File: config.mk
export PLATFORM = sky130hd
export DESIGN_NAME = multi_pulse_stretch
export DESIGN_NICKNAME = d
export VERILOG_FILES = /design/src/rtl/multi_pulse_stretch.sv
export SDC_FILE = /design/constraint.sdc
export NUM_CORES = 1
export LEC_CHECK = 0
export CAP_MARGIN = 0
export CORE_MARGIN = 4
export CORE_UTILIZATION = 45
export DETAILED_ROUTE_END_ITERATION = 10
export HOLD_SLACK_MARGIN = 0.02
export PLACE_DENSITY = 0.65
export REMOVE_ABC_BUFFERS = 1
export SLEW_MARGIN = 10
export SYNTH_ARGS = -nofsm -noshare
export SYNTH_HDL_FRONTEND = slang
export SYNTH_SLANG_ARGS = --single-unit
File: constraint.sdc
create_clock -name clk -period 3.2 [get_ports clk]
set_input_delay 0.8 -clock clk [delete_from_list [all_inputs] [get_ports clk]]
set_output_delay 0.8 -clock clk [all_outputs]
set_load 0.1 [all_outputs]
File: src/rtl/multi_pulse_stretch.sv
// Multi-channel debug pulse stretcher: optional input synchroniser, per-channel
// polarity, rising-edge detect, fixed-length stretch, saturating edge counters.
module multi_pulse_stretch #(
  parameter int                 NUM_CH         = 4,
  parameter int                 STRETCH_CYCLES = 10,
  parameter int                 SYNC_STAGES    = 2,
  parameter int                 RETRIGGER      = 0,
  parameter logic [NUM_CH-1:0]  IN_INVERT      = '0,
  parameter int                 CNT_WIDTH      = 8
) (
  input  logic                        clk,
  input  logic                        nReset,
  input  logic [NUM_CH-1:0]           in_pulse,
  input  logic                        clr_counts,
  output logic [NUM_CH-1:0]           out_pulse,
  output logic [NUM_CH*CNT_WIDTH-1:0] edge_count,
  output logic [NUM_CH-1:0]           overrun
);

  localparam int CW = (STRETCH_CYCLES > 1) ? $clog2(STRETCH_CYCLES) : 1;
  localparam logic [CW-1:0]        RELOAD  = CW'(STRETCH_CYCLES - 1);
  localparam logic [CNT_WIDTH-1:0] CNT_MAX = '1;

  logic [NUM_CH-1:0]    x;
  logic [NUM_CH-1:0]    s;
  logic [NUM_CH-1:0]    p;
  logic [NUM_CH-1:0]    rise;
  logic [NUM_CH-1:0]    out_q;
  logic [NUM_CH-1:0]    ovr_q;
  logic [CW-1:0]        cnt_q [NUM_CH];
  logic [CNT_WIDTH-1:0] ec_q  [NUM_CH];

  // Inversion happens before synchronisation so every channel sees active-high.
  assign x = in_pulse ^ IN_INVERT;

  generate
    if (SYNC_STAGES == 0) begin : g_nosync
      assign s = x;
    end else begin : g_sync
      logic [NUM_CH-1:0] sync_q [SYNC_STAGES];
      always_ff @(posedge clk or negedge nReset) begin
        if (!nReset) begin
          for (int k = 0; k < SYNC_STAGES; k++) sync_q[k] <= '0;
        end else begin
          sync_q[0] <= x;
          for (int k = 1; k < SYNC_STAGES; k++) sync_q[k] <= sync_q[k-1];
        end
      end
      assign s = sync_q[SYNC_STAGES-1];
    end
  endgenerate

  // p resets low, so an input held asserted through reset yields one pulse.
  always_ff @(posedge clk or negedge nReset) begin
    if (!nReset) p <= '0;
    else         p <= s;
  end

  assign rise = s & ~p;

  always_ff @(posedge clk or negedge nReset) begin
    if (!nReset) begin
      out_q <= '0;
      for (int i = 0; i < NUM_CH; i++) cnt_q[i] <= '0;
    end else begin
      for (int i = 0; i < NUM_CH; i++) begin
        if (rise[i] && (!out_q[i] || (RETRIGGER != 0))) begin
          out_q[i] <= 1'b1;
          cnt_q[i] <= RELOAD;
        end else if (out_q[i]) begin
          // Non-retriggering edges during a pulse fall through to the countdown.
          if (cnt_q[i] == '0) out_q[i] <= 1'b0;
          else                cnt_q[i] <= cnt_q[i] - CW'(1);
        end
      end
    end
  end

  always_ff @(posedge clk or negedge nReset) begin
    if (!nReset) begin
      ovr_q <= '0;
      for (int i = 0; i < NUM_CH; i++) ec_q[i] <= '0;
    end else begin
      for (int i = 0; i < NUM_CH; i++) begin
        if (clr_counts) begin
          // An edge coinciding with the clear is kept rather than dropped.
          ec_q[i]  <= rise[i] ? CNT_WIDTH'(1) : '0;
          ovr_q[i] <= rise[i] & out_q[i];
        end else begin
          if (rise[i] && (ec_q[i] != CNT_MAX)) ec_q[i] <= ec_q[i] + CNT_WIDTH'(1);
          if (rise[i] && out_q[i])             ovr_q[i] <= 1'b1;
        end
      end
    end
  end

  generate
    for (genvar g = 0; g < NUM_CH; g++) begin : g_pack
      assign edge_count[g*CNT_WIDTH +: CNT_WIDTH] = ec_q[g];
    end
  endgenerate

  assign out_pulse = out_q;
  assign overrun   = ovr_q;

endmodule

==> results_dict.tcl <==
set metrics [dict create \
    slew_violations 0 \
    cp_slowest_stage_delay_ps 490 \
    synth_area_per_cell_um2 10.1 \
    dr_wl_met3_um 351 \
    port_buffers 46 \
    start_util_pct 47.3 \
    drc_errors 0 \
    gp_congestion 0.756 \
    die_h_um 93.2 \
    final_nets 394 \
    post-place-ws_ps 938 \
    wl_per_cell_um 13.8 \
    track_usage_pct 16.8 \
    io_pins 47 \
    root_buffer "clkbuf_8" \
    clk_transition_reported_paths_ps 70 \
    drv_cap 0 \
    fin_cells 476 \
    powerDensity_nw_per_um2 713 \
    insertion_delay_ps 340 \
    h-tree-depth 3 \
    drive_above_1_share_pct 18.2 \
    hold_class "flop to flop" \
    drt_iter0_drc 114 \
    period_needed_ps 1970 \
    fin_ws_ps 1230 \
    clockBufferDepth 2 \
    end_kind "output pin" \
    finalClockSkew_ps 9.08 \
    finalSetupViolations 0 \
    crit_type "flop to output pin" \
    synthArstFlopShare_pct 100 \
    grt_pass1_vias 2491 \
    fmaxAchievable_mhz 508 \
    slew_headroom_pct 43.5 \
    hold_viol 0 \
    rsz0062_at_grt "no" \
    cp_cell_sequence "buf_4" \
    cts_buffers 9 \
    cts_setup_buffers 0 \
    crit_buf_inv 1 \
    p_total_mw 2.81 \
    ys_ff_latch 68 \
    dp.cells 460 \
    drt_pass1_iterations 4 \
    netlist_instances 323 \
    dr.max_layer_used "met4" \
    met1_length_um 3160 \
    yosysTopAreaCell "dfrtp_1" \
    critPathTopFamily "flip-flops" \
    diodes 0 \
    ys.flop_type "dfrtp_1" \
    rows 30 \
    core_um2 6910 \
    cp_max_fo 8 \
    synth_top_area_share_pct 52.1 \
    synth_edf_count 0 \
    cts_resized 0 \
    cts_tree "yes" \
    die_w_um 93.2 \
    cp_slowest_cell "dfrtp_1" \
    dr_wl_met2_um 2990 \
    crit_path_start_kind "flop" \
    synth_common_cells "68 x dfrtp_1, 25 x nand2_1, 24 x nor2_1" \
    synth_seq_area_share_pct 52.1 \
    ir_drop_mv 0.351 \
    synth_most_common_cell "dfrtp_1" \
    dp_hpwl_um 4580 \
    total_leakage_power_nw 1.77 \
    status "completed" \
    grt_first_pass_wirelength_um 11600 \
    cp_data_required_time_ps 2400 \
    ys_types 49 \
    period_share_pct 61.6 \
    synth_area_um2 3270 \
    routed_wl_um 6560 \
    drtAntennaViolNets 0 \
    grt_overflow 0 \
    vias 2551 \
    tightest_slew_ps 848 \
    grt_antenna_before_repair 0 \
    viasPerCell 5.36 \
    yosysWarnings 0 \
    area_growth_pct 20.7 \
    fp.dieArea_um2 8680 \
    grt_max_degree 69 \
    arrival_ps 1170 \
    fin_tns_setup_ps 0 \
    synth_area_leaders "dfrtp_1 52%, ha_1 4.6%, mux2i_1 3.7%, nor3_1 3.5%, nand2_1 2.9%" \
    holdBufCountCts 0 \
    cts_sinks 68 \
]
[area by class of cell]
type / instances / area (um2)
multi-input cells: 229 / 1460
repair buffers: 48 / 383
flip-flops and latches: 68 / 1700
inverters: 19 / 71.3
clock inverters: 4 / 47.5
fillers: 661 / 2970
clock buffers: 12 / 155
well taps: 96 / 120
[state kept, by name (all words and copies together), names as in the netlist]
name	count
s	4
overrun	4
out_pulse	4
cnt_q	16
p	4
g_sync.sync_q	4
edge_count	32
[per-layer routing]
| metal | global-route usage, % | vias to the layer above |
|---|---|---|
| li1 | - | 1274 |
| met1 | 21.8 | 1217 |
| met2 | 26.2 | 54 |
| met3 | 5.63 | 6 |
| met4 | 5.74 | 0 |
| met5 | 0 | - |
[per-stage QoR]
step                utilization [%]  hold WS (ps)  cell area, um2
global route                   57.0           370            3940
CTS                            57.0           358            3940
finish                         57.0           352            3940
global placement               54.1           337            3740
detailed placement             54.1           341            3740
floorplan                         -           331            3230
[logic make-up (layout without fill, tap and decap cells)]
kind of cell / count (synthesis) / count (layout) / share of synthesized area (%)
buffers and inverters: 26 / 83 / 3.14
DFF: 68 / 68 / 52.1
muxes: 12 / 12 / 3.68
xor gates and xnor gates: 2 / 2 / 0.536
AOI/OAI and AO/OA: 73 / 73 / 14.8
and+or+nand+nor: 130 / 130 / 21.2
adders and majority gates: 12 / 12 / 4.60
[power breakdown]
part / internal [mW] / leakage [nW] / switching [mW]
clock network: 0.400 / 0.102 / 0.315
registers: 1.02 / 0.859 / 0.173
logic: 0.272 / 0.812 / 0.632
[final timing paths]
path                                            start                         to  slack, ps  depth (start not counted)
min in group asynchronous                      nReset       cnt_q[7]$_DFFE_PN0P_        630                          2
min reg2reg                g_sync.sync_q[5]$_DFF_PN0_             s[1]$_DFF_PN0_        350                          0
max in group asynchronous                      nReset       cnt_q[8]$_DFFE_PN0P_       2000                          2
min                        g_sync.sync_q[5]$_DFF_PN0_             s[1]$_DFF_PN0_        350                          0
max reg2reg                 edge_count[8]$_DFFE_PN0P_  edge_count[9]$_DFFE_PN0P_       1600                          5
max                         edge_count[3]$_DFFE_PN0P_              edge_count[3]       1230                          1
[cell usage in the layout (no fill, tap or decap), types with 2 or more instances in the layout]
master | synthesis | routed
dfrtp_1 | 68 | 68
buf_4 | 0 | 41
nand2_1 | 25 | 25
nor2_1 | 24 | 24
nor3_1 | 23 | 23
inv_1 | 19 | 19
o21ai_0 | 16 | 16
a21oi_1 | 16 | 16
nand3_1 | 13 | 13
nand2b_1 | 12 | 12
mux2i_1 | 12 | 12
ha_1 | 12 | 12
clkbuf_8 | 0 | 11
a31oi_1 | 9 | 9
a211oi_1 | 9 | 9
and3_1 | 6 | 6
nand4_1 | 6 | 6
o31a_1 | 6 | 6
o31ai_1 | 5 | 5
nor2b_1 | 5 | 5
clkdlybuf4s50_1 | 0 | 5
a41oi_1 | 2 | 2
o211ai_1 | 2 | 2
clkinv_2 | 0 | 2
Note: power is estimated with default switching activity, not from simulation.
